`src/rtl/generic_lscan_tracker.sv`:
```
// generic_lscan_tracker: passive observer for the generic load/store bus.
// It follows each read or write burst through its data and response phases
// and counts beats, wait cycles and errors. A burst that stalls for too long
// is aborted. Each finished transaction is queued as one packed record in a
// first-word-fall-through FIFO.
// Optional feature: define GENERIC_LSCAN_TRACKER_CSUM_EN to keep a per-transaction
// XOR checksum of the accepted beat data, stored in the record above addr.
module generic_lscan_tracker #(
  parameter int WIDTH   = 32,
  parameter int DEPTH   = 8,
  parameter int TIMEOUT = 256,
`ifdef GENERIC_LSCAN_TRACKER_CSUM_EN
  localparam int RECW   = 2*WIDTH + 51
`else
  localparam int RECW   = WIDTH + 51
`endif
) (
  input  logic             CLK,
  input  logic             RST,
  input  logic             CS,
  input  logic             CMD,
  input  logic [7:0]       PRIORITY,
  input  logic [7:0]       BURST,
  input  logic [7:0]       SIZE,
  input  logic [WIDTH-1:0] ADDR,
  input  logic [WIDTH-1:0] wDATA,
  input  logic [WIDTH-1:0] rDATA,
  input  logic             STATUS,
  input  logic             REC_READY,
  output logic             REC_VALID,
  output logic [RECW-1:0]  REC_DATA,
  output logic             BUSY,
  output logic [7:0]       DROP_CNT
);

  localparam logic [2:0] S_IDLE  = 3'd0;
  localparam logic [2:0] S_WDATA = 3'd1;
  localparam logic [2:0] S_WRESP = 3'd2;
  localparam logic [2:0] S_RDATA = 3'd3;
  localparam logic [2:0] S_RRESP = 3'd4;
  localparam logic [2:0] S_DONE  = 3'd5;

  localparam int         AW     = $clog2(DEPTH);
  localparam logic [16:0] TO_LIM = 17'(TIMEOUT);

  function automatic logic [15:0] sat_inc16(input logic [15:0] v);
    return (v == 16'hFFFF) ? v : v + 16'd1;
  endfunction

  function automatic logic [7:0] sat_inc8(input logic [7:0] v);
    return (v == 8'hFF) ? v : v + 8'd1;
  endfunction

  logic [2:0]       state;
  logic             cmd_q;
  logic [7:0]       prio_q;
  logic [7:0]       burst_q;
  logic [7:0]       bytes_q;
  logic [7:0]       beats_q;
  logic [15:0]      waits_q;
  logic [15:0]      run_q;
  logic [1:0]       err_q;
  logic [WIDTH-1:0] addr_q;
  logic [RECW-1:0]  rec_word;

  logic             in_data;
  logic             in_resp;
  logic             burst_left;
  logic             timeout_hit;
  logic [16:0]      run_nx;

  logic             size_unused;
  assign size_unused = ^SIZE[7:3];

  assign in_data     = (state == S_WDATA) || (state == S_RDATA);
  assign in_resp     = (state == S_WRESP) || (state == S_RRESP);
  assign burst_left  = (beats_q != burst_q);
  assign run_nx      = {1'b0, run_q} + 17'd1;
  assign timeout_hit = (run_nx >= TO_LIM);
  assign BUSY        = (state != S_IDLE);

  // Burst phase sequencing; CS is only looked at while idle.
  always_ff @(posedge CLK) begin
    if (RST) begin
      state <= S_IDLE;
    end else begin
      case (state)
        S_IDLE:  if (CS) state <= CMD ? S_WDATA : S_RDATA;
        S_WDATA, S_RDATA: begin
          if (!burst_left)      state <= S_DONE;
          else if (STATUS)      state <= (state == S_WDATA) ? S_WRESP : S_RRESP;
          else if (timeout_hit) state <= S_DONE;
        end
        S_WRESP: state <= S_WDATA;
        S_RRESP: state <= S_RDATA;
        S_DONE:  state <= S_IDLE;
        default: state <= S_IDLE;
      endcase
    end
  end

  // Transaction fields and beat/wait/error accounting; cleared whenever idle.
  always_ff @(posedge CLK) begin
    if (state == S_IDLE) begin
      beats_q <= 8'd0;
      waits_q <= 16'd0;
      run_q   <= 16'd0;
      err_q   <= 2'b00;
      if (CS) begin
        cmd_q   <= CMD;
        prio_q  <= PRIORITY;
        burst_q <= BURST;
        bytes_q <= 8'd1 << SIZE[2:0];
        addr_q  <= ADDR;
      end
    end else if (in_data && burst_left) begin
      if (STATUS) begin
        beats_q <= beats_q + 8'd1;
      end else begin
        waits_q <= sat_inc16(waits_q);
        run_q   <= run_nx[15:0];
        if (timeout_hit) err_q[1] <= 1'b1;
      end
    end else if (in_resp) begin
      run_q <= 16'd0;
      if (!STATUS) err_q[0] <= 1'b1;
    end
  end

`ifdef GENERIC_LSCAN_TRACKER_CSUM_EN
  logic [WIDTH-1:0] csum_q;

  // Write data folds in on beat acceptance, read data on the response cycle.
  always_ff @(posedge CLK) begin
    if (state == S_IDLE)
      csum_q <= '0;
    else if ((state == S_WDATA) && burst_left && STATUS)
      csum_q <= csum_q ^ wDATA;
    else if (state == S_RRESP)
      csum_q <= csum_q ^ rDATA;
  end

  assign rec_word = {csum_q, addr_q, waits_q, bytes_q, beats_q, burst_q, prio_q, err_q, cmd_q};
`else
  logic data_unused;
  assign data_unused = ^{wDATA, rDATA};

  assign rec_word = {addr_q, waits_q, bytes_q, beats_q, burst_q, prio_q, err_q, cmd_q};
`endif

  logic [RECW-1:0] mem [DEPTH];
  logic [AW:0]     wr_ptr;
  logic [AW:0]     rd_ptr;
  logic            fifo_empty;
  logic            fifo_full;
  logic            push;
  logic            pop;
  logic            do_write;
  logic            drop;

  assign fifo_empty = (wr_ptr == rd_ptr);
  assign fifo_full  = (wr_ptr[AW] != rd_ptr[AW]) && (wr_ptr[AW-1:0] == rd_ptr[AW-1:0]);
  assign push       = (state == S_DONE);
  assign pop        = !fifo_empty && REC_READY;
  assign do_write   = push && (!fifo_full || pop);
  assign drop       = push && fifo_full && !pop;

  assign REC_VALID  = !fifo_empty;
  assign REC_DATA   = fifo_empty ? '0 : mem[rd_ptr[AW-1:0]];

  // FIFO pointers and the saturating drop counter.
  always_ff @(posedge CLK) begin
    if (RST) begin
      wr_ptr   <= '0;
      rd_ptr   <= '0;
      DROP_CNT <= 8'd0;
    end else begin
      if (do_write) wr_ptr <= wr_ptr + 1'b1;
      if (pop)      rd_ptr <= rd_ptr + 1'b1;
      if (drop)     DROP_CNT <= sat_inc8(DROP_CNT);
    end
  end

  // Record storage; content is only meaningful between the pointers.
  always_ff @(posedge CLK) begin
    if (do_write) mem[wr_ptr[AW-1:0]] <= rec_word;
  end

endmodule

```
`config.mk`:
```
export PLATFORM = sky130hd
export DESIGN_NAME = generic_lscan_tracker
export DESIGN_NICKNAME = d
export VERILOG_FILES = /design/src/rtl/generic_lscan_tracker.sv
export SDC_FILE = /design/constraint.sdc
export NUM_CORES = 1
export LEC_CHECK = 0
export ABC_AREA = 1
export CAP_MARGIN = 15
export CORE_MARGIN = 5
export CORE_UTILIZATION = 42
export DETAILED_ROUTE_END_ITERATION = 8
export GPL_TIMING_DRIVEN = 0
export HOLD_SLACK_MARGIN = 0.02
export PLACE_DENSITY = 0.66
export SYNTH_ARGS = -nofsm -noshare
export SYNTH_HDL_FRONTEND = slang
export SYNTH_SLANG_ARGS = --single-unit
```
`constraint.sdc`:
```
create_clock -name CLK -period 10.57 [get_ports CLK]
set_input_delay 1.057 -clock CLK [delete_from_list [all_inputs] [get_ports CLK]]
set_output_delay 1.057 -clock CLK [all_outputs]
set_load 0.05 [all_outputs]
```
==> flow_metrics.py <==
metrics = {
    "status": {
        "outcome": "finished clean",
    },
    "floorplanning": {
        "rows": 99,
        "dieArea_um2": 79100,
        "core_um2": 72960,
        "start_util_pct": 42.35,
        "dieHeight_um": 281.2,
        "pin_count": 219,
        "die_x_um": 281.2,
    },
    "grt": {
        "grt_pass1_wl_um": 122300,
        "antenna_found_initial": 6,
        "grt_max_degree": 28,
        "grt.total_usage_pct": 20.05,
        "first_global_vias": 20610,
        "grt_overflow": 0,
    },
    "synthesis": {
        "synth_ff_type": "edfxtp_1",
        "synth_nets": 2604,
        "ys_ff_latch": 785,
        "synth_cell_type_count": 38,
        "synth-edff-count": 721,
        "avgSynthCellArea_um2": 12.50,
        "synth_cells": 2472,
        "yosysTopAreaCellShare_pct": 70.07,
        "synth_area_um2": 30900,
        "yosysTopAreaCell": "edfxtp_1",
        "yosys_warnings": 0,
        "synth-async-reset-ratio_pct": 0,
        "synth_sequential_area_ratio_pct": 74.21,
        "yosys-top-cells-area": "edfxtp_1 70%, o21ai_0 6.8%, nor2_1 6.7%",
    },
    "finish": {
        "fillers": 6015,
        "syn2layout_area_growth_pct": 19.01,
        "final_area_um2": 36770,
        "final_common_cell": "edfxtp_1",
        "finalNonFillerCells": 3762,
        "nNetsFinal": 2868,
        "n_antenna_cell": 0,
        "final_util_pct": 50.40,
        "layout_common_cells": "721 x edfxtp_1, 545 x nor2_1, 417 x o21ai_0, 148 x clkdlybuf4s50_1, 126 x clkbuf_1",
        "drive_above_1_share_pct": 8.527,
    },
    "place": {
        "dp.cells": 3611,
        "place_ws_ns": 5.641,
        "placed_area_um2": 34230,
        "numPortBuffers": 148,
        "hpwlAfterDp_um": 53130,
        "gp_congestion": 0.8094,
    },
    "detailed_routing": {
        "first_pass_iters": 5,
        "wl_um": 80900,
        "vias": 20820,
        "wl_per_cell_um": 21.51,
        "via_per_inst": 5.533,
        "drtIter0Drc": 2253,
        "drc_errors": 0,
        "ant_nets": 0,
    },
    "sta": {
        "finalHoldViolCount": 0,
        "tightestPinTransition_ns": 1.113,
        "period_share_pct": 52.73,
        "hold_ws_ns": 0.4769,
        "period_minus_slack_ns": 5.573,
        "fin_ws_ns": 4.997,
        "clock_skew_ns": 0.02449,
        "relSlewSlack_pct": 25.80,
        "rsz0062_at_grt": "no",
        "final.setup.tns_ns": 0,
        "setup_viol": 0,
        "final_max_slew_viol_count": 0,
        "fmaxAchievable_ghz": 0.1794,
    },
    "pwr": {
        "p_clk_share_pct": 34.0,
        "power.switching_mw": 2.539,
        "finalPower_mw": 8.084,
        "switching_share_pct": 31.40,
        "powerDensity_nw_per_um2": 219.8,
        "seq_power_share_pct": 44.0,
        "peakVddDrop_v": 0.0001101,
        "intPower_mw": 5.545,
        "p_leak_nw": 12.00,
        "p_comb_share_pct": 22.0,
    },
    "clock_network": {
        "cts.clk_slew.worst_paths_ns": 0.06,
        "hold_buffers": 0,
        "post_cts_buffers": 0,
        "cts_tree": "yes",
        "htreeDepth": 3,
        "clockBufferDepth": 3,
        "clock_latency_ns": 0.64,
        "cts_resized": 0,
        "cts.sinks": 785,
        "cts_root_buf": "clkbuf_16",
        "cts_buffers": 82,
    },
    "job": {
        "cap_viol_max_count": 0,
    },
    "setup_path": {
        "start_kind": "flip-flop",
        "critPathKind": "flip-flop to output pin",
        "end_kind": "output pin",
        "crit_fanout": 10,
        "worstPathRequired_ns": 9.51,
        "reg2regPathDepth": 10,
        "crit_arrival_ns": 4.52,
    },
    "min_path": {
        "hold_depth": 1,
        "hold_class": "flip-flop to flip-flop",
    },
}
## power by group through the flow
stage          registers (mW)  clock network, mW  logic (mW)
2_1_floorplan            3.59                  0        1.09
3_3_place_gp             3.63                  0        1.74
3_5_place_dp             3.62                  0        1.77
4_1_cts                  3.56               2.79        1.78
5_1_grt                  3.57               2.92        1.90
6_report                 3.56               2.75        1.78
## final timing paths
| path | start | end | slack [ns] |
|---|---|---|---|
| worst max-delay path | flip-flop | REC_DATA[32] | 5.00 |
| worst max register to register | state[2] | mem[6][64] | 7.40 |
| worst min-delay path | wr_ptr[3] | wr_ptr[3] | 0.48 |
| worst min register to register | wr_ptr[3] | wr_ptr[3] | 0.48 |
## sequential cells by signal (all words and copies together), names as in the netlist, named ones only
name and flops:
mem 664, addr_q 32, run_q 16, waits_q 16
DROP_CNT 8, beats_q 8, burst_q 8, bytes_q 8
prio_q 8, rd_ptr 4, wr_ptr 4, state 3
err_q 2, cmd_q 1
## Yosys cell counts (all sizes together) (6+ instances only)
| library cell | count |
|---|---|
| xnor2 | 16 |
| dfxtp | 64 |
| nand2 | 132 |
| ha | 6 |
| nor2 | 561 |
| clkbuf | 99 |
| o21ai | 436 |
| buf | 48 |
| nand3 | 42 |
| o22ai | 83 |
| xor2 | 9 |
| a21oi | 53 |
| a31oi | 84 |
| nand4 | 14 |
| edfxtp | 721 |
| nor3 | 25 |
| inv | 66 |
## cells by family after synthesis
family                     after synthesis  synth area share, %
DFF                                    785                74.21
and+or+nand+nor                        781                10.33
AOI/OAI and AO/OA                      661                11.54
buffers and inverters                  214                2.960
xor gates and xnor gates                25               0.7086
adders and majority gates                6               0.2429
## critical path, cell delays in order, from the launching register on
cell             delay [ns]
dfxtp_1                0.33
buf_4                  0.20
inv_2                  0.26
clkbuf_1               0.87
clkbuf_1               0.55
o21ai_0                0.19
a31oi_1                0.53
clkdlybuf4s50_1        0.93
## area by class of cell
class / count / area [um2] / area share [%]
Timing Repair Buffer: 180 / 2066 / 5.617
Clock buffer: 112 / 2206 / 5.998
Multi-Input combinational cell: 1473 / 7119 / 19.36
Inverter: 67 / 254.0 / 0.6907
Sequential cell: 785 / 22930 / 62.36
Tap cell: 959 / 1200 / 3.263
Buffer: 147 / 660.6 / 1.796
Clock inverter: 39 / 336.6 / 0.9152
## routing by layer
metal	share of wire, %	wire length, um	track usage, %	vias up
met2	49	39730	34.11	906
met5	0.066	53	0	-
li1	-	-	-	9535
met4	3.0	2408	7.021	8
met1	40	32540	26.37	10220
met3	7.6	6174	3.231	153
Note: power is estimated with default switching activity, not from simulation.
